--- src/rtl/uvmt_axis_st_arb_pkg.sv ---
// Shared types and helpers for the packet-aware AXI-Stream round-robin arbiter.
// The round-robin search and the configuration check live here so the selector and the top agree.
package uvmt_axis_st_arb_pkg;

  localparam int MAX_PORTS = 16;

  typedef enum logic {
    IDLE   = 1'b0,
    LOCKED = 1'b1
  } state_t;

  // Returns the first requester after ptr (ptr+1, ptr+2, ... modulo n),
  // i.e. rotate, priority-encode, un-rotate. Returns 0 when nothing requests.
  function automatic int rr_pick(input logic [MAX_PORTS-1:0] req, input int n, input int ptr);
    int  idx;
    bit  found;
    rr_pick = 0;
    found   = 1'b0;
    for (int k = 1; k <= MAX_PORTS; k++) begin
      if (k <= n) begin
        idx = (ptr + k) % n;
        if (!found && req[idx]) begin
          rr_pick = idx;
          found   = 1'b1;
        end
      end
    end
  endfunction

  function automatic bit cfg_ok(input int num_ports, input int data_w, input int id_w);
    return (num_ports >= 2) && (num_ports <= MAX_PORTS) &&
           (id_w >= $clog2(num_ports)) && ((data_w % 8) == 0) && (data_w > 0);
  endfunction

endpackage

--- src/rtl/uvmt_axis_st_rr_sel.sv ---
// Combinational round-robin selector: picks the first requester after rr_ptr.
module uvmt_axis_st_rr_sel
  import uvmt_axis_st_arb_pkg::*;
#(
  parameter int NUM_PORTS = 4,
  parameter int ID_W      = 4
) (
  input  logic [NUM_PORTS-1:0] req,
  input  logic [ID_W-1:0]      rr_ptr,
  output logic [ID_W-1:0]      winner,
  output logic                 any_req
);

  logic [MAX_PORTS-1:0] req_ext;

  always_comb begin
    req_ext                  = '0;
    req_ext[NUM_PORTS-1:0]   = req;
    winner                   = ID_W'(rr_pick(req_ext, NUM_PORTS, int'(rr_ptr)));
    any_req                  = |req;
  end

endmodule

--- src/rtl/uvmt_axis_st_arb.sv ---
// Packet-aware round-robin arbiter sharing one AXI-Stream output among NUM_PORTS inputs.
// A grant is held until the tlast beat handshakes; one IDLE bubble separates packets.
module uvmt_axis_st_arb
  import uvmt_axis_st_arb_pkg::*;
#(
  parameter int NUM_PORTS = 4,
  parameter int DATA_W    = 64,
  parameter int ID_W      = 4,
  parameter int CNT_W     = 16
) (
  input  logic                          clk,
  input  logic                          reset,
  input  logic [NUM_PORTS-1:0]          in_tvalid,
  output logic [NUM_PORTS-1:0]          in_tready,
  input  logic [NUM_PORTS*DATA_W-1:0]   in_tdata,
  input  logic [NUM_PORTS*DATA_W/8-1:0] in_tkeep,
  input  logic [NUM_PORTS-1:0]          in_tlast,
  output logic                          out_tvalid,
  input  logic                          out_tready,
  output logic [DATA_W-1:0]             out_tdata,
  output logic [DATA_W/8-1:0]           out_tkeep,
  output logic                          out_tlast,
  output logic [ID_W-1:0]               out_tid,
  output logic [ID_W-1:0]               grant_o,
  output logic                          busy_o,
  output logic [CNT_W-1:0]              beat_cnt_o,
  output logic [CNT_W-1:0]              pkt_cnt_o
);

  localparam int KEEP_W = DATA_W / 8;

  if (!cfg_ok(NUM_PORTS, DATA_W, ID_W)) begin : g_bad_cfg
    $error("uvmt_axis_st_arb: illegal NUM_PORTS/DATA_W/ID_W combination");
  end

  state_t              state, state_nxt;
  logic [ID_W-1:0]     rr_ptr;
  logic [ID_W-1:0]     winner;
  logic                any_req;
  logic                sel_valid, sel_last, xfer;
  logic [DATA_W-1:0]   sel_data;
  logic [KEEP_W-1:0]   sel_keep;

  uvmt_axis_st_rr_sel #(
    .NUM_PORTS (NUM_PORTS),
    .ID_W      (ID_W)
  ) u_rr_sel (
    .req     (in_tvalid),
    .rr_ptr  (rr_ptr),
    .winner  (winner),
    .any_req (any_req)
  );

  // Source mux driven by the registered grant.
  always_comb begin
    sel_valid = 1'b0;
    sel_last  = 1'b0;
    sel_data  = '0;
    sel_keep  = '0;
    for (int i = 0; i < NUM_PORTS; i++) begin
      if (grant_o == ID_W'(i)) begin
        sel_valid = in_tvalid[i];
        sel_last  = in_tlast[i];
        sel_data  = in_tdata[i*DATA_W +: DATA_W];
        sel_keep  = in_tkeep[i*KEEP_W +: KEEP_W];
      end
    end
  end

  always_comb begin
    state_nxt  = state;
    out_tvalid = 1'b0;
    out_tdata  = '0;
    out_tkeep  = '0;
    out_tlast  = 1'b0;
    out_tid    = '0;
    in_tready  = '0;
    xfer       = 1'b0;
    case (state)
      IDLE: begin
        if (any_req) state_nxt = LOCKED;
      end
      LOCKED: begin
        out_tvalid = sel_valid;
        out_tdata  = sel_data;
        out_tkeep  = sel_keep;
        out_tlast  = sel_last;
        out_tid    = grant_o;
        for (int i = 0; i < NUM_PORTS; i++) begin
          in_tready[i] = (grant_o == ID_W'(i)) & out_tready;
        end
        xfer = sel_valid & out_tready;
        if (xfer && sel_last) state_nxt = IDLE;
      end
      default: state_nxt = IDLE;
    endcase
  end

  always_ff @(posedge clk or posedge reset) begin
    if (reset) begin
      state      <= IDLE;
      rr_ptr     <= ID_W'(NUM_PORTS - 1);
      grant_o    <= '0;
      beat_cnt_o <= '0;
      pkt_cnt_o  <= '0;
    end else begin
      state <= state_nxt;
      if (state == IDLE && any_req) begin
        grant_o <= winner;
        rr_ptr  <= winner;
      end
      if (xfer) begin
        if (sel_last) begin
          beat_cnt_o <= '0;
          pkt_cnt_o  <= pkt_cnt_o + 1'b1;
        end else if (beat_cnt_o != {CNT_W{1'b1}}) begin
          beat_cnt_o <= beat_cnt_o + 1'b1;
        end
      end
    end
  end

  assign busy_o = (state == LOCKED);

endmodule

--- config.mk ---
export PLATFORM = sky130hd
export DESIGN_NAME = uvmt_axis_st_arb
export DESIGN_NICKNAME = d
export VERILOG_FILES = /design/src/rtl/uvmt_axis_st_arb_pkg.sv /design/src/rtl/uvmt_axis_st_rr_sel.sv /design/src/rtl/uvmt_axis_st_arb.sv
export SDC_FILE = /design/constraint.sdc
export NUM_CORES = 1
export LEC_CHECK = 0
export CAP_MARGIN = 0
export CORE_AREA = 10 10 155 157
export DETAILED_ROUTE_END_ITERATION = 6
export DIE_AREA = 0 0 165 167
export PLACE_DENSITY = 0.7
export REMOVE_ABC_BUFFERS = 1
export SLEW_MARGIN = 20
export SYNTH_ARGS = -nofsm -noshare
export SYNTH_HDL_FRONTEND = slang
export SYNTH_SLANG_ARGS = --single-unit
--- constraint.sdc ---
create_clock -name clk -period 2.1 [get_ports clk]
set_input_delay 0.42 -clock clk [delete_from_list [all_inputs] [get_ports clk]]
set_output_delay 0.42 -clock clk [all_outputs]
set_load 0.005 [all_outputs]
Yosys cells after proc, flatten, opt, wreduce, memory -nomap -nowiden
Cells that the tools add are included.
W data, S select, Z words.

storage, ports and cells
  register bits = 39
  output and inout port bits = 119
  word-level logic and storage cells = 93

cells by class
  add/sub/neg operators = 6
  $lt $le $gt $ge = 4
  equality and inequality tests = 4
  mux-type cells = 47
  bitwise gates (word level) = 10
  reduce and logical (&&, ||, !) cells = 17

operator list
  cell                     count
  $mux W64                 5
  $mux W8                  5
  $add A16 B1 Y16 const B  2
  $mux W16                 2
  $lt A3 B6 Y1 const B     4
  $mux W1                  24
  $mux W4                  6
  $ne A16 B16 Y1 const B   1
  $bmux W1 S3              4
  $eq A4 B2 Y1 const B     2
  $reduce_or A2 Y1         4
  $and A1 B1 Y1            5
  $logic_and A1 B1 Y1      5
  $add A2 B1 Y2 const B    2
  $add A2 B2 Y2 const B    2
  $and A1 B1 Y1 const A    4
  $eq A4 B1 Y1 const B     1
  $logic_not A4 Y1         1
  $reduce_and A2 Y1        2
  $reduce_or A4 Y1         1
  $logic_not A1 Y1         3
  $pmux W1 S2              1
  $reduce_bool A2 Y1       1
  $not A1 Y1               1

Longest topological paths before layout
Gate-level depths: netlist of run 1.

  depth in word-level cells = 16
  gate-level depth with buffers = 7
  mapped depth without buffers = 6

Modules after synthesis
A second synthesis of run 1 with hierarchy kept.

second synthesis, totals
  cells, all modules = 580
  area, all modules = 4595.7 sq um

modules (own cells, without submodules)
  module               times used  cells each  area each (sq um)  sequential area each (sq um)
  uvmt_axis_st_arb     1           563         4495.6             978.4
  uvmt_axis_st_rr_sel  1           17          100.1              0.0

Worst setup path before layout of run 1
OpenSTA, ideal clock, no wires.

  kind = reg2out
  from = reg grant_o[0]
  to = out out_tdata[17]
  data arrival time = 1.584 ns
  slack = 0.096 ns
  cell stages (with the launch flop) = 6
  buffers on the path = 3
  cell sequence = dfrtp_1 > buf_4 > buf_4 > buf_4 > mux4_2 > and2_1

between the ends
  cells in the longest elaborated chain, start to end = 6

RTL lines
  element                 RTL line                 RTL
  start, declared         uvmt_axis_st_arb.sv:24   output logic [ID_W-1:0] grant_o,
  start signal, assigned  uvmt_axis_st_arb.sv:109  grant_o <= winner;
  $logic_not A4 Y1        uvmt_axis_st_arb.sv:61   if (grant_o == ID_W'(i)) begin
  $mux W64 (3 in a row)   uvmt_axis_st_arb.sv:61
  $mux W64 *              uvmt_axis_st_arb.sv:61
  $mux W64 *              uvmt_axis_st_arb.sv:79   case (state)
  end, declared           uvmt_axis_st_arb.sv:20   output logic [DATA_W-1:0] out_tdata,

Mark *: on every way between the ends. The rest lies on a longest branch, timed or not.

Worst setup path in the final report of run 1
  from = reg grant_o[0]
  to = out out_tdata[40]

The elaborated chain is that of the path after synthesis.

==> summary.md, run 1 <==
| Metric | Value |
|---|---|
| Status | `finished with violations` |
| Failing checks | `setup timing` |
| Peak Freq | `422 MHz` |
| Hold_buf cts | `0` |
| Final Skew | `0.00401 ns` |
| Worst-skew pair later-pin latency | `0.28 ns` |
| Post-synth EDFFs | `0` |
| Vias | `5530` |
| Starting Density | `0.207` |
| Max-cap violation count | `0` |
| Worst hold-check path type | `reg2reg` |
| Vias per Instance | `4.84` |
| Worst setup path startpoint | `grant_o[0]$_DFFE_PP0P_` |
| Nature of the critical path endpoint | `output port` |
| Tcrit/Tclk final | `1.13` |
| Main combinational cell family by area after synthesis | `multiplexers` |
| Total track usage | `0.201` |
| CTS tree | `yes` |
| Top cell type's share of synthesized area | `0.377` |
| Critical path class | `reg2out` |
| Clk sink count | `37` |
| Placed Cells | `1090` |
| Final Max Tran Viols | `0` |
| Core area | `20800 µm²` |
| Synth warn | `0` |
| Nets@finish | `1160` |
| Filler cells | `1912` |
| Final HPWL DP | `24.2 mm` |
| CP max FO | `7` |
| Number of cell rows | `53` |
| Most numerous cell in the Yosys netlist | `and2_1` |
| Number of port buffers | `413` |
| 1st-pass router iterations | `4` |
| Synth Instances | `391` |
| Post-synthesis adder-cell area fraction | `0.00582` |
| Global-route wire length before repair | `41.4 mm` |
| CP Data Arrival Time | `1.95 ns` |
| RSZ-0062 raised after global routing | `true` |
| Post-synthesis average cell area | `11.0 µm²` |
| Die Y | `167 µm` |
| Post-synthesis compound-gate area fraction | `0.0858` |
| Storage cell area | `937 µm²` |
| Global route overflow | `0` |
| TritonCTS Buffers | `5` |
| P per Cell Area | `1010 nW/µm²` |
| Final hold violations | `0` |
| Post-synthesis xor/xnor area fraction | `0.0305` |
| ANT nets after route | `0` |
| Slew @ Worst Pin | `0.505 ns` |
| Multi-input gate area | `3390 µm²` |
| I/O pins | `418` |
| Final wirelength | `29.7 mm` |
| Top cells by count, synth | `75 x and2_1, 72 x mux4_2, 35 x dfrtp_1, 20 x nor2_1, 18 x nand2_1` |
| Sequential share of the synthesized area | `0.216` |
| Mux cell area share after synthesis | `0.400` |
| H-Tree Depth | `2` |
| CTS root buf | `clkbuf_16` |
| Finished Core Util | `0.475` |
| Crit path time final | `2.37 ns` |
| Predominant post-synthesis flop cell | `dfrtp_1` |
| Synth area leader | `mux4_2` |
| GP Congestion | `0.939` |
| IR drop worst, VDD | `0.647 mV` |
| Relative max-transition margin | `0.663` |
| Hold slack | `0.479 ns` |
| CTS Buffer Depth | `2` |
| Synth cell types | `49` |
| Chip Width | `165 µm` |
| Remaining DRCs | `0` |
| Origin of the critical flop-to-flop path | `grant_o[0]$_DFFE_PP0P_` |
| Antenna violations before repair | `15` |
| Total die area | `27600 µm²` |
| Post-synthesis cell area | `4300 µm²` |
| Clock transition at the registers of the reported paths | `0.06 ns` |
| Worst Path Required | `1.68 ns` |
| CP Launch Type | `flip-flop` |
| Vias in the first global route | `5675` |
| Static Leak | `4.00 nW` |
| Post-route insts no fill | `1143` |
| Worst Hold Launch | `pkt_cnt_o[15]$_DFFE_PP0P_` |
| Iteration-0 DRC Markers | `346` |
| Area Overhead vs Synth | `130%` |
| Post-synthesis simple-gate area fraction | `0.212` |
| Fraction of registers with async set/reset | `1.00` |
| Largest net degree at the start of global routing | `38` |
| Final setup fails | `72` |
| Area contributors post-synth | `mux4_2 38%, dfrtp_1 20%, and2_1 11%, xnor2_1 2.0%, buf_4 1.9%` |
| Final WS setup | `-0.269 ns` |
| Seq cells post-synth | `37` |
| WL/cell | `26.0 µm` |
| Layout cells sized above 1 | `0.352` |
## flip-flops by register name (all words and copies together), names as in the netlist
| name | count |
|---|---|
| busy_o | 1 |
| grant_o | 2 |
| rr_ptr | 2 |
| pkt_cnt_o | 16 |
| beat_cnt_o | 16 |
## cell families after synthesis
family | count (synthesis)
fa+ha+maj | 2
mux | 81
buf+inv | 42
xor+xnor | 15
compound gates | 53
flops | 37
other cells | 1
simple gates | 160
## power breakdown
group | internal (mW) | leakage [nW] | switching [mW] | total, mW
Combinational | 5.13 | 3.42 | 2.98 | 8.11
Sequential | 0.852 | 0.489 | 0.166 | 1.02
Clock | 0.592 | 0.0831 | 0.290 | 0.882
## critical path: stages, from the launching register on
cell     delay [ns]
dfrtp_4        0.51
buf_12         0.17
buf_12         0.14
buf_6          0.11
mux4_2         0.45
and2_1         0.15
buf_2          0.13
## cell type report
type	instances	share of cell area
Timing Repair Buffer	490	0.505
Multi-Input combinational cell	316	0.342
Sequential cell	37	0.0947
Tap cell	275	0.0348
Clock buffer	6	0.0140
Clock inverter	2	0.00379
Inverter	9	0.00342
Antenna cell	8	0.00202
## final timing paths
path	cells past startpoint	to	slack [ns]
worst max-delay path	6	out_tdata[40]	-0.27
worst min-delay path	1	pkt_cnt_o[15]$_DFFE_PP0P_	0.48
worst max register to register	10	beat_cnt_o[11]$_DFFE_PP0P_	0.02
worst min register to register	1	pkt_cnt_o[15]$_DFFE_PP0P_	0.48
max in group asynchronous	3	grant_o[0]$_DFFE_PP0P_	1.15
min in group asynchronous	3	pkt_cnt_o[11]$_DFFE_PP0P_	0.56
## metal layers
metal,vias to the layer above,GRT usage,part of all wire
li1,2460,-,-
met1,2705,0.224,0.36
met2,292,0.341,0.51
met3,57,0.0745,0.097
met4,16,0.0686,0.028
met5,-,0,0.0035
## metrics by stage
step | setup slack (ns) | power [mW] | TNS (ns) | instance area [µm²]
after floorplan | -2.53 | 3.94 | -254.52 | 4130
after detailed placement | -0.369 | 7.80 | -22.52 | 9030
after global routing | -0.307 | 10.5 | -15.12 | 9880
after global placement | -0.397 | 7.79 | -21.89 | 9030
final | -0.269 | 10.0 | -11.86 | 9890
after CTS | -0.274 | 9.45 | -12.87 | 9590
## placed cells by master (no fill, tap or decap), types with 3 or more instances in the layout
master	netlist	layout
buf_2	12	29
xor2_1	5	5
o21ai_0	12	10
conb_1	1	4
xnor2_1	10	10
nor2_4	1	3
mux2i_1	6	4
a22o_1	6	6
buf_12	0	13
a31oi_1	4	4
nor2_1	20	19
and3_1	6	6
mux4_2	72	72
dfrtp_1	35	32
a21oi_1	7	7
buf_4	11	24
and2_1	75	30
nand4_1	6	6
diode_2	0	8
buf_8	0	9
clkbuf_16	0	6
nand3_1	15	15
buf_6	0	74
inv_1	9	8
nor3_1	6	5
clkdlybuf4s50_1	0	333
o211ai_1	3	3
and2_4	0	45
dlygate4sd2_1	0	5
nand2_1	18	18
## timing repair
item	4_1_cts	5_1_grt
buffers inserted	33	4
cloned	4	1
endpoints found under the setup margin	93	97
pin swaps	65	9
hold endpoints to repair	0	0
resized for setup	403	65
Power figures use the tool's default switching activity.
==> run 2: changes to the inputs <==
--- a/config.mk
+++ b/config.mk
@@ -5,7 +5,7 @@
 export SDC_FILE = /design/constraint.sdc
 export NUM_CORES = 1
 export LEC_CHECK = 0
-export CAP_MARGIN = 0
+export CAP_MARGIN = 10
 export CORE_AREA = 10 10 155 157
 export DETAILED_ROUTE_END_ITERATION = 6
 export DIE_AREA = 0 0 165 167
==> constraint.sdc (replaced) <==
create_clock -name clk -period 2.4 [get_ports clk]
set_input_delay 0.48 -clock clk [delete_from_list [all_inputs] [get_ports clk]]
set_output_delay 0.48 -clock clk [all_outputs]
set_load 0.005 [all_outputs]
==> run 2 against run 1 <==
The run still ends with setup timing left. Clock power decreased by 29%. Register-to-register slack better by 0.10 ns. First-iteration DRC count decreased by 17%. Wire length decreased by 1.7%. Critical path depth unchanged. Core utilization shrank 1.8 points.
==> summary.md, run 2 (synthesis results as in run 1) <==
| Metric | Value |
|---|---|
| Finished Core Util | `0.457 (was 0.475)` |
| Chip Width | `165 µm (unchanged)` |
| Iteration-0 DRC Markers | `286 (was 346)` |
| RSZ-0062 raised after global routing | `true (unchanged)` |
| Core area | `20800 µm² (unchanged)` |
| IR drop worst, VDD | `0.526 mV (was 0.647 mV)` |
| Vias per Instance | `4.83 (was 4.84)` |
| 1st-pass router iterations | `5 (was 4)` |
| WL/cell | `26.0 µm (about the same)` |
| Failing checks | `setup timing (unchanged)` |
| CTS root buf | `clkbuf_16 (unchanged)` |
| Static Leak | `3.80 nW (was 4.00 nW)` |
| Layout cells sized above 1 | `0.316 (was 0.352)` |
| Clock share of power | `0.076 (was 0.088)` |
| Clock transition at the registers of the reported paths | `0.06 ns (about the same)` |
| Worst hold-check path type | `reg2reg (unchanged)` |
| Placed Cells | `1092 (was 1090)` |
| Seq pwr share | `0.107 (was 0.102)` |
| CP Launch Type | `flip-flop (unchanged)` |
| Storage cell area | `937 µm² (unchanged)` |
| Peak Freq | `414 MHz` |
| Vias | `5429 (was 5530)` |
| Worst-skew pair later-pin latency | `0.28 ns (about the same)` |
| Crit-path slowest cell | `dfrtp_4 (unchanged)` |
| Worst Path Required | `1.92 ns (was 1.68 ns)` |
| Total track usage | `0.200 (was 0.201)` |
| Area Overhead vs Synth | `121% (was 130%)` |
| Vias in the first global route | `5696 (was 5675)` |
| Die Y | `167 µm (unchanged)` |
| Total die area | `27600 µm² (unchanged)` |
| Final setup fails | `7 (was 72)` |
| Met2 Use GR | `0.343 (was 0.341)` |
| Comb power frac | `0.816 (was 0.810)` |
| Clk sink count | `37 (unchanged)` |
| Antenna violations before repair | `10 (was 15)` |
| Number of port buffers | `413 (unchanged)` |
| Power, Total | `8.19 mW (was 10.0 mW)` |
| H-Tree Depth | `2 (unchanged)` |
| Sw Share | `0.354 (was 0.343)` |
| GP Congestion | `0.975 (was 0.939)` |
| Commonest non-fill, non-tap cell in the layout | `clkdlybuf4s50_1 (unchanged)` |
| Crit path time final | `2.42 ns` |
| ANT nets after route | `0 (unchanged)` |
| P per Cell Area | `861 nW/µm² (was 1010 nW/µm²)` |
| Max-cap violation count | `0 (unchanged)` |
| Post-route insts no fill | `1124 (was 1143)` |
| CTS tree | `yes (unchanged)` |
| I/O pins | `418 (unchanged)` |
| Multi-input gate area | `3280 µm² (was 3390 µm²)` |
| Top Usage Layer GRT | `met2 (unchanged)` |
| Nets@finish | `1143 (was 1160)` |
| Global route overflow | `0 (unchanged)` |
| Nature of the critical path endpoint | `output port (unchanged)` |
| Number of cell rows | `53 (unchanged)` |
| Pre-CTS setup slack | `-0.217 ns (was -0.369 ns)` |
| DP Area | `9070 µm² (was 9030 µm²)` |
| Filler cells | `1954 (was 1912)` |
| Remaining DRCs | `0 (unchanged)` |
| TritonCTS Buffers | `5 (unchanged)` |
| Largest registers | `beat_cnt_o (16), pkt_cnt_o (16) (unchanged)` |
| Final Skew | `0.00317 ns (was 0.00401 ns)` |
| CP cell instances | `buf_8, buf_8, buf_6, mux4_2, and2_4, buf_6 (was buf_12, buf_12, buf_6, mux4_2, and2_1, buf_2)` |
| Largest net degree at the start of global routing | `60 (was 38)` |
| Final wirelength | `29.2 mm (was 29.7 mm)` |
| Final Max Tran Viols | `0 (unchanged)` |
| M1 GR Usage | `0.218 (was 0.224)` |
| CP Data Arrival Time | `1.94 ns (was 1.95 ns)` |
| Final WS setup | `-0.0165 ns (was -0.269 ns)` |
| GR Util met3 | `0.0804 (was 0.0745)` |
| Final HPWL DP | `24.6 mm (was 24.2 mm)` |
| Commonest non-fill, non-tap cells in the layout | `339 x clkdlybuf4s50_1, 72 x mux4_2, 41 x buf_6, 38 x and2_1, 37 x and2_4 (was 333 x clkdlybuf4s50_1, 74 x buf_6, 72 x mux4_2, 45 x and2_4, 32 x dfrtp_1)` |
| Status | `finished with violations (unchanged)` |
| Critical path class | `reg2out (unchanged)` |
| Final instance area | `9510 µm² (was 9890 µm²)` |
| CTS Buffer Depth | `2 (unchanged)` |
| Net switching power | `2.90 mW (was 3.44 mW)` |
| Critical Path Max Stage Delay | `0.51 ns (about the same)` |
| CP max FO | `5 (was 7)` |
| Starting Density | `0.207 (unchanged)` |
| Tcrit/Tclk final | `1.01` |
| Final hold violations | `0 (unchanged)` |
| Pint | `5.29 mW (was 6.57 mW)` |
| Global-route wire length before repair | `41.2 mm (was 41.4 mm)` |
==> run 2: stage by stage <==
step	setup TNS, ns	hold slack (ns)
3_3_place_gp	-5.89	0.470
6_report	-0.0535	0.479
3_5_place_dp	-6.22	0.466
4_1_cts	-2.31	0.484
2_1_floorplan	-224.49	0.468
5_1_grt	-1.29	0.501
==> run 2: path summary, 6_finish.rpt <==
path / endpoint / cells past startpoint / slack, ns / start
worst max-delay path: out_tdata[40] / 6 / -0.02 / grant_o[0]$_DFFE_PP0P_
worst min-delay path: pkt_cnt_o[15]$_DFFE_PP0P_ / 1 / 0.48 / pkt_cnt_o[15]$_DFFE_PP0P_
worst max register to register: pkt_cnt_o[1]$_DFFE_PP0P_ / 8 / 0.12 / grant_o[0]$_DFFE_PP0P_
worst min register to register: pkt_cnt_o[15]$_DFFE_PP0P_ / 1 / 0.48 / pkt_cnt_o[15]$_DFFE_PP0P_
max in group asynchronous: grant_o[1]$_DFFE_PP0P_ / 3 / 1.41 / reset
min in group asynchronous: grant_o[0]$_DFFE_PP0P_ / 3 / 0.63 / reset
==> run 2: area by class of cell <==
type | count | share of cell area
timing repair buffer | 474 | 0.501
multi-input combinational | 315 | 0.345
sequential | 37 | 0.0985
tap | 275 | 0.0362
clock buffer | 6 | 0.0135
inverter | 9 | 0.00355
antenna | 6 | 0.00158
clock inverter | 2 | 0.00105
==> run 2: repair_timing <==
| action | 4_1_cts | 5_1_grt |
|---|---|---|
| hold buffers | 0 | 0 |
| gates resized for setup | 313 | 66 |
| gates cloned | 3 | 0 |
| setup buffers | 13 | 5 |
| setup endpoints to repair | 79 | 69 |
| pin swaps | 28 | 1 |
==> run 2: worst max-delay path, delay by kind of cell, from the launching register on <==
family | cells | cell delay (ns)
buffers and inverters | 4 | 0.50
flip-flops | 1 | 0.51
multiplexers | 1 | 0.45
AND/OR/NAND/NOR | 1 | 0.18
==> run 2: power by group through the flow <==
stage	combinational (mW)	sequential, mW	clock, mW
floorplan	2.31	1.27	0
global placement	5.98	0.994	0
detailed placement	6.00	0.995	0
CTS	6.39	0.875	0.647
global route	7.08	0.898	0.664
finish	6.69	0.879	0.624
==> run 2: metal layers <==
| metal | wire (µm) | part of all wire | vias to the layer above |
|---|---|---|---|
| li1 | - | - | 2420 |
| met2 | 14600 | 0.50 | 253 |
| met4 | 1040 | 0.036 | 14 |
| met5 | 96 | 0.0033 | - |
| met1 | 10500 | 0.36 | 2680 |
| met3 | 2890 | 0.099 | 62 |
